**src/rtl/mem_access_unit_if.sv**
```systemverilog
// Core request/response and data-memory signals of the memory access unit.
// The unit connects through the slave modport; the core/memory side uses master.
interface mem_access_unit_if;
    logic        req_valid;
    logic        req_we;
    logic [1:0]  req_size;
    logic        req_signed;
    logic [31:0] req_addr;
    logic [31:0] req_wdata;
    logic        req_ready;
    logic        resp_valid;
    logic [31:0] resp_rdata;
    logic        resp_err;
    logic        mem_we;
    logic [31:0] mem_a;
    logic [31:0] mem_wd;
    logic [31:0] mem_rd;

    modport slave (
        input  req_valid, req_we, req_size, req_signed, req_addr, req_wdata, mem_rd,
        output req_ready, resp_valid, resp_rdata, resp_err, mem_we, mem_a, mem_wd
    );

    modport master (
        output req_valid, req_we, req_size, req_signed, req_addr, req_wdata, mem_rd,
        input  req_ready, resp_valid, resp_rdata, resp_err, mem_we, mem_a, mem_wd
    );
endinterface

```
**src/rtl/mem_access_unit.sv**
```systemverilog
// Load/store unit: byte/half/word accesses to a word-wide memory, with
// sign/zero extension on loads and read-modify-write for sub-word stores.
module mem_access_unit (
    input logic               clk,
    input logic               reset,
    mem_access_unit_if.slave  bus
);
    localparam logic [1:0] IDLE   = 2'd0;
    localparam logic [1:0] LOAD   = 2'd1;
    localparam logic [1:0] RMW_RD = 2'd2;
    localparam logic [1:0] WRITE  = 2'd3;

    logic [1:0]  state;
    logic [1:0]  lat_size;
    logic        lat_signed;
    logic [31:0] lat_addr;
    logic [31:0] merge;
    logic        resp_valid;
    logic [31:0] resp_rdata;
    logic        resp_err;

    logic        accept;
    logic        req_err;
    logic [31:0] byte_lane;
    logic [31:0] half_lane;
    logic [31:0] load_data;
    logic [31:0] merge_next;

    assign bus.req_ready  = (state == IDLE);
    assign accept         = bus.req_valid & bus.req_ready;
    assign bus.resp_valid = resp_valid;
    assign bus.resp_rdata = resp_rdata;
    assign bus.resp_err   = resp_err;
    assign bus.mem_a      = (state == IDLE) ? '0 : {lat_addr[31:2], 2'b00};
    assign bus.mem_we     = (state == WRITE);
    assign bus.mem_wd     = (state == WRITE) ? merge : '0;

    always_comb begin
        req_err = (bus.req_size == 2'b11)
               || (bus.req_size == 2'b01 && bus.req_addr[0])
               || (bus.req_size == 2'b10 && bus.req_addr[1:0] != 2'b00);
    end

    always_comb begin
        byte_lane = bus.mem_rd >> {lat_addr[1:0], 3'b000};
        half_lane = bus.mem_rd >> {lat_addr[1], 4'b0000};
        case (lat_size)
            2'b00:   load_data = {{24{lat_signed & byte_lane[7]}}, byte_lane[7:0]};
            2'b01:   load_data = {{16{lat_signed & half_lane[15]}}, half_lane[15:0]};
            default: load_data = bus.mem_rd;
        endcase
    end

    // merge holds the right-aligned store data until RMW_RD folds it into mem_rd
    always_comb begin
        merge_next = bus.mem_rd;
        if (lat_size == 2'b00)
            merge_next[{lat_addr[1:0], 3'b000} +: 8] = merge[7:0];
        else
            merge_next[{lat_addr[1], 4'b0000} +: 16] = merge[15:0];
    end

    always_ff @(posedge clk or posedge reset) begin
        if (reset) begin
            state      <= IDLE;
            lat_size   <= '0;
            lat_signed <= 1'b0;
            lat_addr   <= '0;
            merge      <= '0;
            resp_valid <= 1'b0;
            resp_rdata <= '0;
            resp_err   <= 1'b0;
        end else begin
            resp_valid <= 1'b0;
            case (state)
                IDLE: begin
                    if (accept) begin
                        lat_size   <= bus.req_size;
                        lat_signed <= bus.req_signed;
                        lat_addr   <= bus.req_addr;
                        merge      <= bus.req_wdata;
                        if (req_err) begin
                            resp_valid <= 1'b1;
                            resp_err   <= 1'b1;
                            resp_rdata <= '0;
                        end else if (!bus.req_we) begin
                            state <= LOAD;
                        end else if (bus.req_size == 2'b10) begin
                            state <= WRITE;
                        end else begin
                            state <= RMW_RD;
                        end
                    end
                end
                LOAD: begin
                    resp_valid <= 1'b1;
                    resp_err   <= 1'b0;
                    resp_rdata <= load_data;
                    state      <= IDLE;
                end
                RMW_RD: begin
                    merge <= merge_next;
                    state <= WRITE;
                end
                default: begin
                    resp_valid <= 1'b1;
                    resp_err   <= 1'b0;
                    resp_rdata <= '0;
                    state      <= IDLE;
                end
            endcase
        end
    end
endmodule

```
**src/flat_wrapper.sv**
```systemverilog
// flat-port wrapper written by rule: the top's interface ports become plain ports
module mem_access_unit_flat 
  (clk, reset, bus_req_valid, bus_req_we, bus_req_size, bus_req_signed, bus_req_addr, bus_req_wdata, bus_mem_rd, bus_req_ready, bus_resp_valid, bus_resp_rdata, bus_resp_err, bus_mem_we, bus_mem_a, bus_mem_wd);
  mem_access_unit_if bus_i ();
  input logic clk;
  input logic reset;
  input wire logic [$bits(bus_i.req_valid)-1:0] bus_req_valid;
  input wire logic [$bits(bus_i.req_we)-1:0] bus_req_we;
  input wire logic [$bits(bus_i.req_size)-1:0] bus_req_size;
  input wire logic [$bits(bus_i.req_signed)-1:0] bus_req_signed;
  input wire logic [$bits(bus_i.req_addr)-1:0] bus_req_addr;
  input wire logic [$bits(bus_i.req_wdata)-1:0] bus_req_wdata;
  input wire logic [$bits(bus_i.mem_rd)-1:0] bus_mem_rd;
  output wire logic [$bits(bus_i.req_ready)-1:0] bus_req_ready;
  output wire logic [$bits(bus_i.resp_valid)-1:0] bus_resp_valid;
  output wire logic [$bits(bus_i.resp_rdata)-1:0] bus_resp_rdata;
  output wire logic [$bits(bus_i.resp_err)-1:0] bus_resp_err;
  output wire logic [$bits(bus_i.mem_we)-1:0] bus_mem_we;
  output wire logic [$bits(bus_i.mem_a)-1:0] bus_mem_a;
  output wire logic [$bits(bus_i.mem_wd)-1:0] bus_mem_wd;
  assign bus_i.req_valid = bus_req_valid;
  assign bus_i.req_we = bus_req_we;
  assign bus_i.req_size = bus_req_size;
  assign bus_i.req_signed = bus_req_signed;
  assign bus_i.req_addr = bus_req_addr;
  assign bus_i.req_wdata = bus_req_wdata;
  assign bus_i.mem_rd = bus_mem_rd;
  assign bus_req_ready = bus_i.req_ready;
  assign bus_resp_valid = bus_i.resp_valid;
  assign bus_resp_rdata = bus_i.resp_rdata;
  assign bus_resp_err = bus_i.resp_err;
  assign bus_mem_we = bus_i.mem_we;
  assign bus_mem_a = bus_i.mem_a;
  assign bus_mem_wd = bus_i.mem_wd;
  mem_access_unit u_core (.clk(clk), .reset(reset), .bus(bus_i));
endmodule
```
**config.mk**
```make
export PLATFORM = sky130hd
export DESIGN_NAME = mem_access_unit_flat
export DESIGN_NICKNAME = d
export VERILOG_FILES = /design/src/rtl/mem_access_unit_if.sv /design/src/rtl/mem_access_unit.sv /design/src/flat_wrapper.sv
export SDC_FILE = /design/constraint.sdc
export NUM_CORES = 1
export LEC_CHECK = 0
export ABC_CLOCK_PERIOD_IN_PS = 10970
export CAP_MARGIN = 40
export CORE_MARGIN = 1.5
export CORE_UTILIZATION = 30
export CTS_CLUSTER_DIAMETER = 80
export DETAILED_ROUTE_END_ITERATION = 8
export DONT_BUFFER_PORTS = 1
export SYNTH_ARGS = -nofsm -noshare
export SYNTH_HDL_FRONTEND = slang
export SYNTH_SLANG_ARGS = --single-unit
```
**constraint.sdc**
```tcl
create_clock -name clk -period 10.97 [get_ports clk]
set_input_delay 2.7425 -clock clk [delete_from_list [all_inputs] [get_ports clk]]
set_output_delay 2.7425 -clock clk [all_outputs]
set_load 0.02 [all_outputs]
```
==> results by group <==
STA
  – Fmax: 234.8 MHz
  – Final-report setup violation count: 0
  – Final setup TNS: 0 ns
  – Slew Limit Headroom: 0.3089
  – WHS: around 0.5 ns
  – Worst setup margin: around 6.7 ns
  – Pins Over Slew Limit: 0
  – Period minus WS final: about 4.3 ns
  – RSZ-0062 raised after global routing: false
  – Final Cycle Share: 0.3882
  – Final Hold Vio Count: 0
  – Slew @ Worst Pin: slightly above 1 ns
  – Setup Skew: 0.02002 ns

Clock tree
  – CTS Sinks: 103
  – CTS tree: yes
  – Total CTS buffers: 9
  – H-tree Lvls: 3
  – Worst-path clk slew: 0.07 ns
  – Hold buffers post-CTS: 0
  – Resize count post-CTS: 0
  – CTS Root Cell: clkbuf_16
  – Post-CTS Setup Bufs: 0
  – Clk Latency, worst-skew pair: around 0.36 ns
  – Clock Path Buffers: 2

Worst hold path
  – Hold Crit Class: flip-flop to flip-flop

Power and ir drop
  – Logic pwr share: 0.458
  – VDD IR max: between 0.1 and 0.15 mV
  – Switch Pwr: 0.9475 mW
  – Clk pwr share: 0.159
  – Total Power: about 2 mW
  – Sequential share of power: 0.383
  – Leak: 2.529 nW
  – Pint: ~1.1 mW
  – PwrDens: approximately 340 nW/um^2
  – Switching share of power: 0.4714

Logic synthesis
  – Post-synth top cells: 103 x dfrtp_1, 47 x nor2_1, 39 x mux2_2, 38 x a21oi_1
  – Synth Area in XOR/XNOR: 0
  – Mux contribution to synthesized area: 0.08251
  – Compound-Gate Fraction of Synth Area: 0.2227
  – Synthesized area: around 5400 sq um
  – Syn_area_per_cell: 10.18 sq um
  – Yosys warnings: 0
  – Seq/Total Area, Yosys: 0.4735
  – Number of synthesized flops with an enable pin: 0
  – Netlist cell types: 51
  – Largest family of logic cells by synthesized area: compound AO/OA/AOI/OAI gates
  – Most frequent cell after synthesis: dfrtp_1
  – Post-Synth Adder-Cell Area: 0.01149
  – Cell taking the most area after synthesis: dfrtp_1
  – Mapped Cells: 535
  – Synth Flop Type: dfrtp_1
  – Share of the synthesized area in the top cell type: 0.4735
  – Synthesized flop and latch total: 103
  – Simple-Gate Fraction of Synth Area: 0.1666
  – Largest cells by area after synthesis: dfrtp_1 47%, mux2_2 8.1%, nor2b_1 4.3%
  – Async set-reset flop share out of synthesis: 1.000

Placement
  – PortBufs: 0
  – Dpl hpwl: 13920 um
  – Placed cells: 735
  – Area post-placement: 5675 sq um
  – GPL Wtd Cong: 0.8745
  – Pre-CTS setup slack: about 6.7 ns

Global routing
  – Largest net degree at the start of global routing: 52
  – GRT Residual Overflow: 0
  – First-pass GRT wire length: between 20000 and 30000 um
  – Gr usage total: 0.1934
  – Number of global-route vias before repair: 4316
  – Initial antenna violation count: 4

Routing
  – DRT iter0 DRCs: 366
  – Detailed-route via count: 4407
  – Residual DRC count: 0
  – Avg Vias per Cell: 5.845
  – Routed wire length: roughly 18000 um
  – Drt wl/cell: around 24 um
  – Pre-antenna DRT Iters: 7
  – Final ANT Viol Nets: 0

Layout
  – Proportion of layout cells with a drive suffix above 1: 0.1511
  – Fill cells: 1791
  – Synth-to-layout area growth: 9.837%
  – Final Cell Area: 5979 sq um
  – Fin nets: 626
  – Final Non-Filler Cells: 754
  – Final Util: 0.3340

Critical path
  – Crit path kind: flip-flop to output pin
  – Critical path buffers and inverters: 1
  – CP required: 8.23 ns
  – CP endpoint kind: output pin
  – Top delay family on crit path: buffers and inverters
  – Critical-path top delay cell: buf_4
  – Crit path launch type: flip-flop
  – CP max FO: 47
  – Arr. time, crit path: 1.52 ns
  – Delay of the slowest cell on the worst path: around 0.39 ns
  – Crit-path cells: buf_4 > and3_1

Die
  – Die Span Y: between 100 and 150 um
  – Chip Width: 137.7 um
  – Initial Utilization: 0.3041
  – # IOs: 203
  – Rows: 49
  – Core footprint: about 18000 sq um
  – Area of the die: ~19000 sq um

Outcome
  – Status: complete, no violations

Run
  – Max-Cap Viols: 0
[per-layer routing]
layer / track usage / vias to the layer above / share of wire
li1: - / 1963 / -
met1: 0.2314 / 2154 / 0.40
met2: 0.3139 / 254 / 0.47
met3: 0.07248 / 34 / 0.10
met4: 0.07755 / 2 / 0.033
met5: 0 / - / 0.00092
[cells in the final DEF (no fill, tap or decap), types with 10 or more instances in the layout]
master,instances
inv_1,10
a221o_1,16
nor2_1,46
a21oi_1,38
nor2b_1,37
mux2_2,39
buf_4,10
dfrtp_1,103
a22oi_1,10
nand2_1,37
and3_1,32
a222oi_1,12
a31oi_1,11
[power by group through the flow]
stage | clock (mW) | combinational, mW | sequential, mW
6_report | 0.319 | 0.920 | 0.771
2_1_floorplan | 0 | 0.787 | 0.684
3_5_place_dp | 0 | 0.914 | 0.773
4_1_cts | 0.329 | 0.916 | 0.770
3_3_place_gp | 0 | 0.869 | 0.768
5_1_grt | 0.343 | 1.00 | 0.794
[cell families (layout without fill, tap and decap cells)]
logic type	after synthesis	count (layout)
AND/OR/NAND/NOR	173	173
other	1	4
adder cells (fa/ha/maj)	5	5
AO/OA/AOI/OAI	159	159
buffers and inverters	54	41
multiplexers	40	40
flip-flops	103	103
[flip-flops by register name, summed over array words and instances (netlist names)]
register	flops
u_core.bus.resp_valid	1
u_core.bus.resp_rdata	32
u_core.lat_signed	1
u_core.lat_size	2
u_core.state	2
u_core.merge	32
u_core.lat_addr	32
u_core.bus.resp_err	1
[area by class of cell]
| class | count | area [sq um] | area share |
|---|---|---|---|
| sequential | 103 | 2577 | 0.4311 |
| clock inverter | 6 | 52.55 | 0.008788 |
| antenna | 2 | 5.005 | 0.0008370 |
| clock buffer | 10 | 239.0 | 0.03997 |
| multi-input combinational | 379 | 2641 | 0.4417 |
| timing repair buffer | 14 | 133.9 | 0.02239 |
| tap | 229 | 286.5 | 0.04792 |
| inverter | 11 | 43.79 | 0.007324 |
[path summary, 6_finish.rpt]
path	from	end	slack [ns]	cells after the start
setup / recovery	u_core.state[1]	bus_mem_wd[19]	6.71	2
hold / removal	u_core.lat_addr[28]	u_core.lat_addr[28]	0.50	1
setup reg to reg	u_core.state[1]	u_core.merge[20]	8.10	5
hold reg to reg	u_core.lat_addr[28]	u_core.lat_addr[28]	0.50	1
max in group asynchronous	reset	u_core.lat_size[0]	7.75	3
min in group asynchronous	reset	u_core.lat_addr[20]	2.24	1
Power figures use the tool's default switching activity.
